## config.mk

```make
export PLATFORM = sky130hd
export DESIGN_NAME = stack_unit
export DESIGN_NICKNAME = d
export VERILOG_FILES = /design/src/rtl/stack_unit.sv
export SDC_FILE = /design/constraint.sdc
export NUM_CORES = 1
export LEC_CHECK = 0
export CAP_MARGIN = 30
export CORE_MARGIN = 5
export CORE_UTILIZATION = 46
export DETAILED_ROUTE_END_ITERATION = 10
export GPL_TIMING_DRIVEN = 0
export MAX_ROUTING_LAYER = met4
export PLACE_DENSITY_LB_ADDON = 0.1
export SETUP_SLACK_MARGIN = 0.1
export SLEW_MARGIN = 20
export SYNTH_ARGS = -nofsm -noshare
export SYNTH_HDL_FRONTEND = slang
export SYNTH_SLANG_ARGS = --single-unit
```

## constraint.sdc

```tcl
create_clock -name clk -period 2.5 [get_ports clk]
set_input_delay 0.625 -clock clk [delete_from_list [all_inputs] [get_ports clk]]
set_output_delay 0.625 -clock clk [all_outputs]
set_load 0.03 [all_outputs]
```

## src/rtl/stack_unit.sv

```systemverilog
// Operand stack for the stack CPU. It is a LIFO register file with a registered read port,
// full/empty status decoded from the entry count, and sticky overflow/underflow flags.
module stack_unit #(
  parameter int WIDTH = 8,
  parameter int DEPTH = 8,
  parameter int PTRW  = 3
) (
  input  logic             clk,
  input  logic             rst,
  input  logic             push,
  input  logic             pop,
  input  logic             tos,
  input  logic [WIDTH-1:0] din,
  output logic [WIDTH-1:0] dout,
  output logic             empty,
  output logic             full,
  output logic [PTRW:0]    count,
  output logic             ovf,
  output logic             unf
);

  localparam logic [PTRW:0] CNT_ONE  = {{PTRW{1'b0}}, 1'b1};
  localparam logic [PTRW:0] CNT_FULL = (PTRW+1)'(DEPTH);
  localparam logic [PTRW-1:0] PTR_ONE = {{(PTRW-1){1'b0}}, 1'b1};

  logic [WIDTH-1:0] mem_q [DEPTH];
  logic [PTRW:0]    count_q, count_d;
  logic [WIDTH-1:0] dout_q, dout_d;
  logic             ovf_q, ovf_d;
  logic             unf_q, unf_d;

  logic             not_empty;
  logic             is_full;
  logic [PTRW-1:0]  top_addr;
  logic [WIDTH-1:0] top_data;
  logic             wr_en;
  logic [PTRW-1:0]  wr_addr;

  // When count is DEPTH, the low pointer bits wrap to zero, so subtracting one still addresses the top entry.
  assign not_empty = |count_q;
  assign is_full   = (count_q == CNT_FULL);
  assign top_addr  = count_q[PTRW-1:0] - PTR_ONE;
  assign top_data  = mem_q[top_addr];

  // Next-state decode for count, the read register, the error flags and the storage write.
  always_comb begin
    count_d = count_q;
    dout_d  = dout_q;
    ovf_d   = ovf_q;
    unf_d   = unf_q;
    wr_en   = 1'b0;
    wr_addr = count_q[PTRW-1:0];
    if (pop) begin
      if (not_empty) begin
        dout_d = top_data;
        if (push) begin
          wr_en   = 1'b1;
          wr_addr = top_addr;
        end else begin
          count_d = count_q - CNT_ONE;
        end
      end else begin
        unf_d = 1'b1;
        if (push) begin
          wr_en   = 1'b1;
          wr_addr = {PTRW{1'b0}};
          count_d = CNT_ONE;
        end else begin
          count_d = count_q;
        end
      end
    end else begin
      if (tos) begin
        if (not_empty) begin
          dout_d = top_data;
        end else begin
          unf_d = 1'b1;
        end
      end else begin
        dout_d = dout_q;
      end
      if (push) begin
        if (!is_full) begin
          wr_en   = 1'b1;
          wr_addr = count_q[PTRW-1:0];
          count_d = count_q + CNT_ONE;
        end else begin
          ovf_d = 1'b1;
        end
      end else begin
        wr_en = 1'b0;
      end
    end
  end

  // Control and status registers. Reset takes priority over every strobe.
  always_ff @(posedge clk) begin
    if (rst) begin
      count_q <= {(PTRW+1){1'b0}};
      dout_q  <= {WIDTH{1'b0}};
      ovf_q   <= 1'b0;
      unf_q   <= 1'b0;
    end else begin
      count_q <= count_d;
      dout_q  <= dout_d;
      ovf_q   <= ovf_d;
      unf_q   <= unf_d;
    end
  end

  // Storage is not cleared by reset. A reset cycle blocks the write.
  always_ff @(posedge clk) begin
    if (!rst && wr_en) begin
      mem_q[wr_addr] <= din;
    end
  end

  assign dout  = dout_q;
  assign count = count_q;
  assign empty = ~not_empty;
  assign full  = is_full;
  assign ovf   = ovf_q;
  assign unf   = unf_q;

endmodule

```

# --- After elaboration in Yosys (flattened, before gate mapping) ---
# Memories as Yosys holds them, arrays and structs flattened.
# Index checks and enable logic that the tools add are counted.
classes:
  addsub: 3
  eq_ne: 3
  muxes: 22
  n_bitwise: 2
  n_reduce_logical: 8
op_table:
  columns: ["operator", "n"]
  rows:
  - ["$mux W4", 6]
  - ["$mux W8", 3]
  - ["$mux W3", 4]
  - ["$mux W1", 9]
  - ["$reduce_bool A2 Y1", 3]
  - ["$add A4 B1 Y4 const B", 1]
  - ["$eq A4 B4 Y1 const B", 1]
  - ["$reduce_and A4 Y1", 1]
  - ["$reduce_or A4 Y1", 1]
  - ["$sub A4 B1 Y4 const B", 1]
  - ["$ne A3 B3 Y1 const B", 1]
  - ["$reduce_and A3 Y1", 1]
  - ["$sub A3 B1 Y3 const B", 1]
  - ["$ne A2 B2 Y1 const B", 1]
  - ["$not A1 Y1", 2]
  - ["$logic_and A1 B1 Y1", 1]
  - ["$logic_not A1 Y1", 1]
word_totals:
  reg_bits: 14
  ram_bits: 64
  input_bits: 13
  out_inout_bits: 16
  wordCells: 43
  mem_count: 1
memory_table:
  columns: ["memory", "depth", "word_bits", "read_ports", "rd_clocked_by_memory_dff", "write_ports", "line", "text"]
  rows:
  - ["mem_q", 8, 8, 1, 0, 1, "26", "logic [WIDTH-1:0] mem_q [DEPTH];"]

# --- Longest topological paths before layout ---
logic_depth:
  word_depth: 7
  ltp_mapped: 8
  mapped_depth_nobuf: 7

# --- Least setup slack after synthesis ---
# No wires, ideal clock.
synth_timing:
  kind: "flip-flop to flip-flop"
  start: "register count_q[0], in the netlist count[0]"
  end: "memory mem_q[4][0] (enable)"
  setup_time_ps: 370
  arrival_time_ps: 2290
  t_required_ps: 2130
  slack_ps: -161
  stages_incl_launch_ff: 9
  n_path_buf: 1
  period_less_slack_ps: 2661
  path_cell_list: "dfxtp_1 clkbuf_1 inv_1 ha_1 or3b_1 inv_2 a2bb2oi_1 nand2_1 nor2_1"
synth_via:
  elab_chain_cells: 7
  elab_cells_between_ends: 13
  cone_classes: "add/sub: 1; eq/ne: 1; mux: 9; reduce/logical: 2"
synth_rtl:
  columns: ["element", "line", "text"]
  rows:
  - ["start: declaration", "27", "logic [PTRW:0] count_q, count_d;"]
  - ["start signal: assignment", "99", "count_q <= {(PTRW+1){1'b0}};"]
  - ["start signal: assignment", "104", "count_q <= count_d;"]
  - ["$eq A4 B4 Y1", "41", "assign is_full = (count_q == CNT_FULL);"]
  - ["$mux W1", "83", "if (!is_full) begin"]
  - ["$mux W1", "82", "if (push) begin"]
  - ["$mux W1", "53", "if (pop) begin"]
  - ["$logic_and A1 B1 Y1", "113", "if (!rst && wr_en) begin"]
  - ["$mux W1", "113", null]
  - ["$mux W1 (implied by the code)", "114", "mem_q[wr_addr] <= din;"]
  - ["end: declaration", "26", null]
# Parallel ways exist; a longest one is shown, timed or not.

# --- Worst setup path after layout ---
layout_timing:
  start: "register count_q[1], in the netlist count[1]"
  end: "output empty"
layout_via:
  elab_chain_cells: 2
layout_rtl:
  columns: ["element", "line", "text"]
  rows:
  - ["$reduce_or A4 Y1", "40", "assign not_empty = |count_q;"]
  - ["$not A1 Y1", "120", "assign empty = ~not_empty;"]
  - ["end: declaration", "15", "output logic empty,"]
# Every way passes these cells.

==> results.sh <==
export IMPL_regArea_sq_mm=0.00221
export IMPL_yosys_top_cells_area="edfxtp_1 (57%), dfxtp_1 (8.3%), mux2i_1 (5.0%)"
export IMPL_grt_pass1_wl_mm=11.3
export IMPL_postLayoutCoreUtil=0.582
export IMPL_core_sq_mm=0.00721
export IMPL_netlist_area_sq_mm=0.00339
export IMPL_rows=31
export IMPL_wl_per_cell_um=18.4
export IMPL_comb_power_share=0.480
export IMPL_period_share=0.929
export IMPL_cp_required_ps=1880
export IMPL_dp_cells=368
export IMPL_final_cells=391
export IMPL_first_pass_iters=4
export IMPL_ir_drop_v=0.000616
export IMPL_num_io_pins=29
export IMPL_grt_pass1_vias=2067
export IMPL_p_sw_mw=1.75
export IMPL_ys_ff_latch=78
export IMPL_cp_end_kind="output port"
export IMPL_hold_class="flop to flop"
export IMPL_hpwl_mm=4.72
export IMPL_fmax_mhz=431
export IMPL_yosys_area_top_type="edfxtp_1"
export IMPL_setup_violations=0
export IMPL_period_minus_slack_ps=2320
export IMPL_grt_ovfl_total=0
export IMPL_wl_mm=7.21
export IMPL_worst_pin_slew_ps=949
export IMPL_fillCellCount=598
export IMPL_first_iter_violations=126
export IMPL_internal_power_mw=2.94
export IMPL_cts_sinks=78
export IMPL_drv_cap=0
export IMPL_cts_buffers_inserted=9
export IMPL_via_per_inst=5.53
export IMPL_rsz0062_at_grt="false"
export IMPL_synth_distinct_cells=50
export IMPL_die_y_um=95.9
export IMPL_diodes=0
export IMPL_ctsHoldBuffers=0
export IMPL_path_max_fanout=7
export IMPL_yosysWarnings=0
export IMPL_run_status="finished clean"
export IMPL_clockBufferDepth=2
export IMPL_synthCells=243
export IMPL_ys_seq_area_frac=0.649
export IMPL_root_buffer="clkbuf_8"
export IMPL_gr_usage_all_layers=0.178
export IMPL_nets=304
export IMPL_p_seq_frac=0.345
export IMPL_detail_route_antenna_nets=0
export IMPL_vias=2162
export IMPL_htree_levels=3
export IMPL_floorplan_die_area_sq_mm=0.00919
export IMPL_critPathKind="flop to output port"
export IMPL_avgSynthCellArea_sq_um=14.0
export IMPL_arrival_ps=1700
export IMPL_p_sw_frac=0.373
export IMPL_grt_max_degree=14
export IMPL_die_w_um=95.9
export IMPL_io_buffer_count=26
export IMPL_cts_tree="yes"
export IMPL_skew_ps=9.54
export IMPL_powerDensity_mw_per_mm2=1120
export IMPL_antenna_found_initial=0
export IMPL_drv_slew=0
export IMPL_areaGrowthSynthToFinish_pct=23.9
export IMPL_pwr_share_clk=0.175
export IMPL_drive_gt1_frac=0.229
export IMPL_gp_congestion=0.819
export IMPL_cp_start_kind="flop"
export IMPL_insertion_delay_ps=330
export IMPL_syn_nets=259
export IMPL_relSlewSlack=0.362
export IMPL_leakagePower_nw=1.42
export IMPL_initial_core_util=0.470
export IMPL_multi_input_area_sq_mm=0.00121
export IMPL_synth_top_cell_area_share=0.567
export IMPL_remaining_drc_errors=0
export IMPL_finalHoldViolations=0
export IMPL_clkTransAtPathRegs_ps=80
[layout make-up]
class	instances	area share
Buffer	12	0.0167
Timing Repair Buffer	35	0.0926
Inverter	7	0.00804
Clock inverter	3	0.00566
Multi-Input combinational cell	145	0.287
Sequential cell	78	0.525
Clock buffer	12	0.0346
Tap cell	99	0.0295
[power by group through the flow]
stage	registers [mW]	logic, mW	clock network [mW]
floorplan	1.72	1.32	0
global placement	1.62	1.97	0
detailed placement	1.63	1.98	0
CTS	1.59	2.22	0.839
global route	1.63	2.43	0.903
finish	1.62	2.25	0.824
[cells in the mapped netlist, drive strengths merged]
library cell   n
o21ai         13
nor2          15
a221o          1
nand2b         3
a32oi          1
inv            7
buf            6
edfxtp        64
nand3          2
o22a           8
a222oi         8
nor4b          1
clkbuf         7
a31o           1
nor2b          3
and2           3
or2            2
ha             3
o21a           2
dfxtp         14
nor4           2
mux2          16
nor3           5
nand3b         2
xnor2          1
a2bb2oi        1
nand2         14
a211oi         1
a32o           1
o2bb2ai        1
and3           1
or4b           1
o311a          1
o22ai          1
nand4b         1
or3b           2
o31ai          2
nor4bb         1
a21oi          5
mux2i         17
xor2           1
a31oi          2
[routing by layer]
layer / vias to the layer above / part of all wire / GRT usage
met2: 59 / 0.46 / 0.260
met5: - / 0 / -
li1: 1034 / - / -
met3: 9 / 0.042 / 0.0289
met4: 0 / 0.013 / 0.0640
met1: 1060 / 0.48 / 0.252
[placed cells by master, fill, tap and decap left out, types with 3 or more instances in the layout]
cell              n
o21ai_1           8
mux2i_1          17
o22a_1            8
mux2_1            6
nor3_1            5
buf_12            5
dfxtp_1          12
a222oi_1          8
nor2_4            8
nand2b_1          3
a21oi_1           4
clkbuf_1          7
nand2_1          14
o21ai_0           4
mux2_2           10
nor2_1            7
clkdlybuf4s50_1  23
edfxtp_1         64
inv_1             4
buf_4             7
nor2b_1           3
clkbuf_8         10
[critical path: stages, from the launching register on]
cell	delay (ps)
dfxtp_2	360
inv_1	140
ha_4	180
or3b_4	420
inv_6	110
buf_6	140
[timing repair]
item                                    in CTS  in global routing
endpoints found under the setup margin      74                 73
gates resized for setup                     33                 12
buffers inserted                             7                  2
pin swaps                                    7                  2
[registers in the layout (all words and copies together), names as in the netlist]
register,count
mem_q,64
dout,8
count,4
ovf,1
unf,1
[worst paths after layout]
path,startpoint,end,slack (ps),cells past startpoint
setup / recovery,count[1]$_SDFFE_PP0P_,empty,180,5
hold / removal,ovf$_SDFFE_PP0P_,ovf$_SDFFE_PP0P_,480,2
setup reg to reg,count[1]$_SDFFE_PP0P_,mem_q[6][1]$_DFFE_PP_,230,8
hold reg to reg,ovf$_SDFFE_PP0P_,ovf$_SDFFE_PP0P_,480,2
[through the flow]
step	power, mW	TNS [ps]	cell area (sq um)	worst slack, ps	hold slack, ps
3_5_place_dp	3.61	-38100	3800	-724	463
3_3_place_gp	3.60	-35710	3800	-665	449
4_1_cts	4.65	0	4150	117	481
2_1_floorplan	3.04	0	3420	66.9	566
5_1_grt	4.96	0	4200	97.2	537
6_report	4.69	0	4200	178	480
[cells by family after synthesis]
logic type	Yosys count	synth area share
adder cells (fa/ha/maj)	3	0.0111
XOR/XNOR	2	0.00517
AO/OA/AOI/OAI	49	0.108
flip-flops	78	0.649
AND/OR/NAND/NOR	58	0.0952
multiplexers	33	0.103
buffers and inverters	20	0.0277
Note: power is estimated with default switching activity, not from simulation.
